===== src/rtl/store_align_unit_if.sv =====
// Store request / data-memory write bundle for the store alignment unit.
// slave = the unit itself, master = pipeline + memory side.
interface store_align_unit_if;
  logic        req_valid;
  logic        req_ready;
  logic [31:0] req_addr;
  logic [31:0] req_data;
  logic [1:0]  req_size;
  logic        mem_valid;
  logic        mem_ready;
  logic [31:0] mem_addr;
  logic [31:0] mem_wdata;
  logic [3:0]  mem_wmask;
  logic        busy;
  logic        done;

  modport slave (
    input  req_valid, req_addr, req_data, req_size, mem_ready,
    output req_ready, mem_valid, mem_addr, mem_wdata, mem_wmask,
    output busy, done
  );

  modport master (
    output req_valid, req_addr, req_data, req_size, mem_ready,
    input  req_ready, mem_valid, mem_addr, mem_wdata, mem_wmask,
    input  busy, done
  );
endinterface


===== src/rtl/store_align_unit.sv =====
// Store byte-lane placement and write-mask generation; splits
// word-crossing stores into two memory beats.
module store_align_unit (
  input logic clk,
  input logic reset,
  store_align_unit_if.slave bus
);
  typedef enum logic [1:0] {IDLE, BEAT1, BEAT2} state_e;

  state_e      state_q;
  logic        valid_q;
  logic [31:0] addr_q;
  logic [31:0] wdata_q;
  logic [3:0]  wmask_q;
  logic [31:0] b2_addr_q;
  logic [31:0] b2_wdata_q;
  logic [3:0]  b2_wmask_q;
  logic        split_q;

  logic [3:0]  nmask;
  logic [31:0] dmask;
  logic [63:0] lane_data;
  logic [7:0]  lane_mask;
  logic        last_beat;

  always_comb begin
    nmask = 4'b1111;
    dmask = 32'hFFFF_FFFF;
    unique case (bus.req_size)
      2'd0: begin
        nmask = 4'b0001;
        dmask = 32'h0000_00FF;
      end
      2'd1: begin
        nmask = 4'b0011;
        dmask = 32'h0000_FFFF;
      end
      default: begin
        nmask = 4'b1111;
        dmask = 32'hFFFF_FFFF;
      end
    endcase
  end

  // Shift into an 8-lane window; upper half is the second word's lanes.
  assign lane_data = {32'b0, bus.req_data & dmask}
                     << {bus.req_addr[1:0], 3'b000};
  assign lane_mask = {4'b0, nmask} << bus.req_addr[1:0];

  assign bus.req_ready = (state_q == IDLE) & ~reset;
  assign bus.busy      = (state_q != IDLE);
  assign bus.mem_valid = valid_q;
  assign bus.mem_addr  = addr_q;
  assign bus.mem_wdata = wdata_q;
  assign bus.mem_wmask = wmask_q;

  assign last_beat = (state_q == BEAT2) | ~split_q;
  assign bus.done  = valid_q & bus.mem_ready & last_beat;

  always_ff @(posedge clk or posedge reset) begin
    if (reset) begin
      state_q    <= IDLE;
      valid_q    <= 1'b0;
      addr_q     <= '0;
      wdata_q    <= '0;
      wmask_q    <= '0;
      b2_addr_q  <= '0;
      b2_wdata_q <= '0;
      b2_wmask_q <= '0;
      split_q    <= 1'b0;
    end else begin
      unique case (state_q)
        IDLE: begin
          if (bus.req_valid) begin
            state_q    <= BEAT1;
            valid_q    <= 1'b1;
            addr_q     <= {bus.req_addr[31:2], 2'b00};
            wdata_q    <= lane_data[31:0];
            wmask_q    <= lane_mask[3:0];
            b2_addr_q  <= {bus.req_addr[31:2] + 30'd1, 2'b00};
            b2_wdata_q <= lane_data[63:32];
            b2_wmask_q <= lane_mask[7:4];
            split_q    <= |lane_mask[7:4];
          end
        end
        BEAT1: begin
          if (bus.mem_ready) begin
            if (split_q) begin
              state_q <= BEAT2;
              addr_q  <= b2_addr_q;
              wdata_q <= b2_wdata_q;
              wmask_q <= b2_wmask_q;
            end else begin
              state_q <= IDLE;
              valid_q <= 1'b0;
              addr_q  <= '0;
              wdata_q <= '0;
              wmask_q <= '0;
            end
          end
        end
        BEAT2: begin
          if (bus.mem_ready) begin
            state_q <= IDLE;
            valid_q <= 1'b0;
            addr_q  <= '0;
            wdata_q <= '0;
            wmask_q <= '0;
          end
        end
        default: begin
          state_q <= IDLE;
          valid_q <= 1'b0;
        end
      endcase
    end
  end
endmodule


===== src/flat_wrapper.sv =====
// flat-port wrapper written by rule: the top's interface ports become plain ports
module store_align_unit_flat 
  (clk, reset, bus_req_valid, bus_req_addr, bus_req_data, bus_req_size, bus_mem_ready, bus_req_ready, bus_mem_valid, bus_mem_addr, bus_mem_wdata, bus_mem_wmask, bus_busy, bus_done);
  store_align_unit_if bus_i ();
  input logic clk;
  input logic reset;
  input wire logic [$bits(bus_i.req_valid)-1:0] bus_req_valid;
  input wire logic [$bits(bus_i.req_addr)-1:0] bus_req_addr;
  input wire logic [$bits(bus_i.req_data)-1:0] bus_req_data;
  input wire logic [$bits(bus_i.req_size)-1:0] bus_req_size;
  input wire logic [$bits(bus_i.mem_ready)-1:0] bus_mem_ready;
  output wire logic [$bits(bus_i.req_ready)-1:0] bus_req_ready;
  output wire logic [$bits(bus_i.mem_valid)-1:0] bus_mem_valid;
  output wire logic [$bits(bus_i.mem_addr)-1:0] bus_mem_addr;
  output wire logic [$bits(bus_i.mem_wdata)-1:0] bus_mem_wdata;
  output wire logic [$bits(bus_i.mem_wmask)-1:0] bus_mem_wmask;
  output wire logic [$bits(bus_i.busy)-1:0] bus_busy;
  output wire logic [$bits(bus_i.done)-1:0] bus_done;
  assign bus_i.req_valid = bus_req_valid;
  assign bus_i.req_addr = bus_req_addr;
  assign bus_i.req_data = bus_req_data;
  assign bus_i.req_size = bus_req_size;
  assign bus_i.mem_ready = bus_mem_ready;
  assign bus_req_ready = bus_i.req_ready;
  assign bus_mem_valid = bus_i.mem_valid;
  assign bus_mem_addr = bus_i.mem_addr;
  assign bus_mem_wdata = bus_i.mem_wdata;
  assign bus_mem_wmask = bus_i.mem_wmask;
  assign bus_busy = bus_i.busy;
  assign bus_done = bus_i.done;
  store_align_unit u_core (.clk(clk), .reset(reset), .bus(bus_i));
endmodule

===== config.mk =====
export PLATFORM = sky130hd
export DESIGN_NAME = store_align_unit_flat
export DESIGN_NICKNAME = d
export VERILOG_FILES = /design/src/rtl/store_align_unit_if.sv /design/src/rtl/store_align_unit.sv /design/src/flat_wrapper.sv
export SDC_FILE = /design/constraint.sdc
export NUM_CORES = 1
export LEC_CHECK = 0
export ABC_AREA = 1
export BUFFER_PORTS_ARGS = -buffer_cell sky130_fd_sc_hd__buf_2
export CORE_ASPECT_RATIO = 1.75
export CORE_MARGIN = 4
export CORE_UTILIZATION = 55
export CTS_BUF_LIST = sky130_fd_sc_hd__clkbuf_16
export DETAILED_ROUTE_END_ITERATION = 12
export PLACE_DENSITY = 0.86
export SYNTH_ARGS = -nofsm -noshare
export SYNTH_HDL_FRONTEND = slang
export SYNTH_SLANG_ARGS = --single-unit

===== constraint.sdc =====
create_clock -name clk -period 4.2 [get_ports clk]
set_clock_uncertainty 0.1 [all_clocks]
set_input_delay 0.21 -clock clk [delete_from_list [all_inputs] [get_ports clk]]
set_output_delay 0.21 -clock clk [all_outputs]
set_load 0.1 [all_outputs]

==> flow_results.org <==
** Worst hold path
- Start point of the worst hold path :: bus_req_addr[15]
- The worst hold path belongs to the class in -> reg.
- The path with the worst hold slack has its endpoint at u_core.b2_addr_q[15].
- Cells on Worst Hold Path :: 3

** Die
- The core region is roughly 12,000 um^2.
- Top-level port count :: 142
- Die height :: 156 um
- The initial utilization of the core area, before any placement, comes to 0.557.
- Die Wd :: between 90 and 100 um
- Row count :: 54
- The floorplan step defined a die boundary enclosing around 15,000 um^2.

** Clocking
- The H-tree was split into 4 levels.
- After clock tree synthesis, the clock-pin slew on the worst setup and hold paths is ~0.06 ns.
- Clock network latency to the later pin of the worst-skew pair :: 0.42 ns
- Buffer cell driving the clock tree root :: clkbuf_16
- Buffers inserted by post-CTS timing repair :: 0
- Once the clock tree was built, the resizer swapped 0 gates to a different size.
- Maximum root-to-sink buffer count :: 2
- Num CTS Buffers :: 17
- For this design, the sink count on the clock tree is 127.
- Hold buffer count at CTS :: 21
- Clock tree from TritonCTS :: yes

** Global route
- Pin count of the biggest net entering global routing :: between 80 and 90
- Congestion Overflow GR :: 0
- The number of antenna violations at the first check in global routing is 0.
- The number of global-route vias before repair is 7,061.
- In the global route stage, overall resource usage came out at 0.303.
- Wire length of the first global-routing pass :: about 34 mm

** Critical path
- Sequence of cells on the critical path :: inv_1, ha_1, nand2_2, inv_2, o21ai_1, or3_1, o21ai_0
- STA puts the critical path data required time at about 4.4 ns.
- Largest stage delay on the critical path :: 0.65 ns
- Kind of launch point of the worst setup path :: flop
- RR Startpoint :: u_core.state_q[1]
- The slowest stage of the critical path belongs to the cell inv_2.
- Type of the setup path with the least slack :: reg -> reg
- Counting cells, the worst reg-to-reg path comes to 7.
- CP endpoint kind :: flop
- The endpoint identified for the worst register-to-register timing path is u_core.split_q.
- Crit path arrival time :: between 3 and 4 ns
- Setup slack on the worst flop-to-flop path :: 1.36 ns
- Of all nets on the critical path, the largest fanout is 35.
- The most critical setup path has its startpoint at u_core.state_q[1].

** Synth
- Cell Area, Synth :: about 6900 um^2
- Counting distinct cell types in the post-synthesis netlist gives 32.
- Fraction of registers with async set or reset after synthesis :: 1.00
- Proportion of synthesized area in mux cells :: 0
- Number of flops mapped to enable cells by yosys :: 0
- Synthesized-area fraction occupied by and/or/nand/nor cells :: 0.299
- Compound-Gate Fraction of Synth Area :: 0.133
- After synthesis, the largest family of logic cells by area is simple AND/OR/NAND/NOR gates.
- Avg Inst Size Synth :: 7.05 um^2
- Among all flip-flop cells after synthesis, the most frequent one is dfrtp_1.
- Of the total synthesized cell area, the portion taken by full adders, half adders and majority gates is 0.00723.
- Most repeated cell in the gate-level netlist after synthesis :: nand2_1
- Synthesis warning total :: 0
- Yosys attributes the largest share of cell area to dfrtp_1 (46%), nand2_1 (20%), o21ai_0 (6.4%).
- Synthesized flop and latch total :: around 130
- Top post-synthesis cells by count :: nand2_1 (367), dfrtp_1 (127), inv_1 (99)
- The largest total area in the synthesized netlist belongs to dfrtp_1.
- Synthesis produced a netlist whose cell count is 982.
- Of the total synthesized cell area, the portion taken by XOR and XNOR cells is 0.00759.
- Of the post-synthesis cell area, the dominant cell type holds 0.459.
- Register area share after synthesis :: 0.459

** STA
- For the pin with the worst max-slew slack, the measured transition is around 0.92 ns.
- Setup repair after global routing left no endpoint under its margin.
- Final critical-path required period :: 2.84 ns
- On the final layout, the worst hold slack is 0.00611 ns.
- Rel. slew slack :: 0.384
- Peak Freq :: 0.352 GHz
- Setup violations remaining at the end of the flow were counted as 0.
- For the final routed database, the setup TNS stands at 0 ns.
- Fraction of the cycle the final worst path needs :: 0.676
- The final count of hold timing violations came to 0.
- Slew Limit Fails :: 0

** Run
- Across the run, the number of max-cap violations was 0.

** Routing
- After detailed routing, the average wire length per cell comes to 16.4 um.
- For this run, the detailed router's first-pass iteration total came to 5.
- Total Wirelength :: 21.4 mm
- Average vias per placed instance :: 5.41
- In the routed design, unresolved DRC markers number 0.
- After the first detailed-routing iteration, the DRC count stood at 498.
- In this run the remaining antenna-violating nets after routing total 0.
- Total number of vias :: 7,048

** Power
- The analysis attributes to cell leakage a power of between 0.004 and 0.005 uW.
- Clock network power share :: 0.216
- Cell internal power was estimated by the tool at around 3400 uW.
- Dividing total power by cell area gives a power density of 872 nW/um^2.
- Of the total power, the share spent switching nets is 0.539.
- The completed layout was analyzed and its total power is 7390 uW.
- Portion of total power attributed to sequential cells :: 0.264
- Summed over all nets, the switching power comes to 3980 uW.
- Largest vdd supply drop :: between 0.5 and 0.6 mV
- Portion of total power attributed to combinational logic :: 0.521

** Finish
- Final Core Density :: 0.682
- Ant diodes :: 0
- Proportion of layout cells with a drive suffix above 1 :: 0.170
- Final net count :: 1,196
- From synthesis to final layout, the design area changed by 22.5%.

** Place
- Routability-driven placement congestion ratio :: between 0.9 and 1
- During placement, the flow inserted port buffers numbering 139.
- Detailed placement finished with a half-perimeter wire length of 15.1 mm.

** Run status
- Run status :: complete, no violations
stage by stage:
step                      cell area [um^2]  instances  setup slack, ns
final                                 8470       1303             1.36
after detailed placement              7630       1250             1.45
after global routing                  8470       1303             1.15
after global placement                7630       1250             1.50
after floorplan                       6920        983            0.506
after CTS                             8470       1303             1.40
layer usage:
layer | wire (um) | part of all wire | vias up | global-route usage
li1 | - | - | 3378 | -
met3 | 1330 | 0.062 | 75 | 0.0462
met5 | 0 | 0 | - | 0
met1 | 7430 | 0.35 | 3250 | 0.323
met2 | 11500 | 0.54 | 345 | 0.557
met4 | 1120 | 0.052 | 0 | 0.177
placed cells by master, fill, tap and decap left out, drive strengths merged:
cell / instances
o221ai: 1
o21ai: 100
nand3: 49
o31ai: 3
clkinvlp: 2
clkbuf: 17
conb: 2
nor2: 95
o21bai: 2
a21oi: 30
o211ai: 1
clkinv: 4
dfrtp: 127
nand2: 372
nor3: 4
bufinv: 4
o22ai: 30
xor2: 6
inv: 110
and2: 1
ha: 4
buf: 145
or3: 1
a31oi: 4
dlygate4sd3: 21
worst max-delay path by stage:
stage                                       to  slack [ns]  depth (start not counted)
after global placement          u_core.split_q        1.50                          7
final                           u_core.split_q        1.36                          7
after detailed placement        u_core.split_q        1.45                          7
after floorplan           u_core.b2_addr_q[10]        0.51                          1
after CTS                       u_core.split_q        1.40                          7
after global routing      u_core.b2_wmask_q[0]        1.15                          7
power groups by stage:
stage               sequential [uW]  clock (uW)  combinational (uW)
floorplan                      3500           0                1590
global placement               1950           0                3760
detailed placement             1960           0                3810
CTS                            1940        1600                3840
global route                   1990        1660                4110
finish                         1950        1590                3850
final cells by class:
cell class | instances | area [um^2]
well taps | 168 | 210
clock buffers | 17 | 425
clock inverters | 15 | 206
flip-flops and latches | 127 | 3180
inverters | 105 | 397
multi-input cells | 705 | 3110
repair buffers | 166 | 951
fillers | 1086 | 3960
worst max-delay path: cells and delay by family, from the launching register on:
kind            cells  cell delay [ns]
flops               1             0.39
simple gates        2             0.83
fa+ha+maj           1             0.30
compound gates      2             0.37
buf+inv             2             0.75
cell families after synthesis:
family | Yosys count
adder cells (fa/ha/maj) | 4
other | 1
buffers and inverters | 151
AND/OR/NAND/NOR | 522
AO/OA/AOI/OAI | 171
flip-flops | 127
XOR/XNOR | 6
flip-flops by register name, summed over array words and instances, names as in the netlist:
register	flops
u_core.bus.mem_wdata	32
u_core.b2_addr_q	30
u_core.bus.mem_addr	30
u_core.b2_wdata_q	24
u_core.bus.mem_wmask	4
u_core.b2_wmask_q	3
u_core.state_q	2
u_core.bus.mem_valid	1
u_core.split_q	1
No activity file was read; power rests on OpenSTA's default activity.
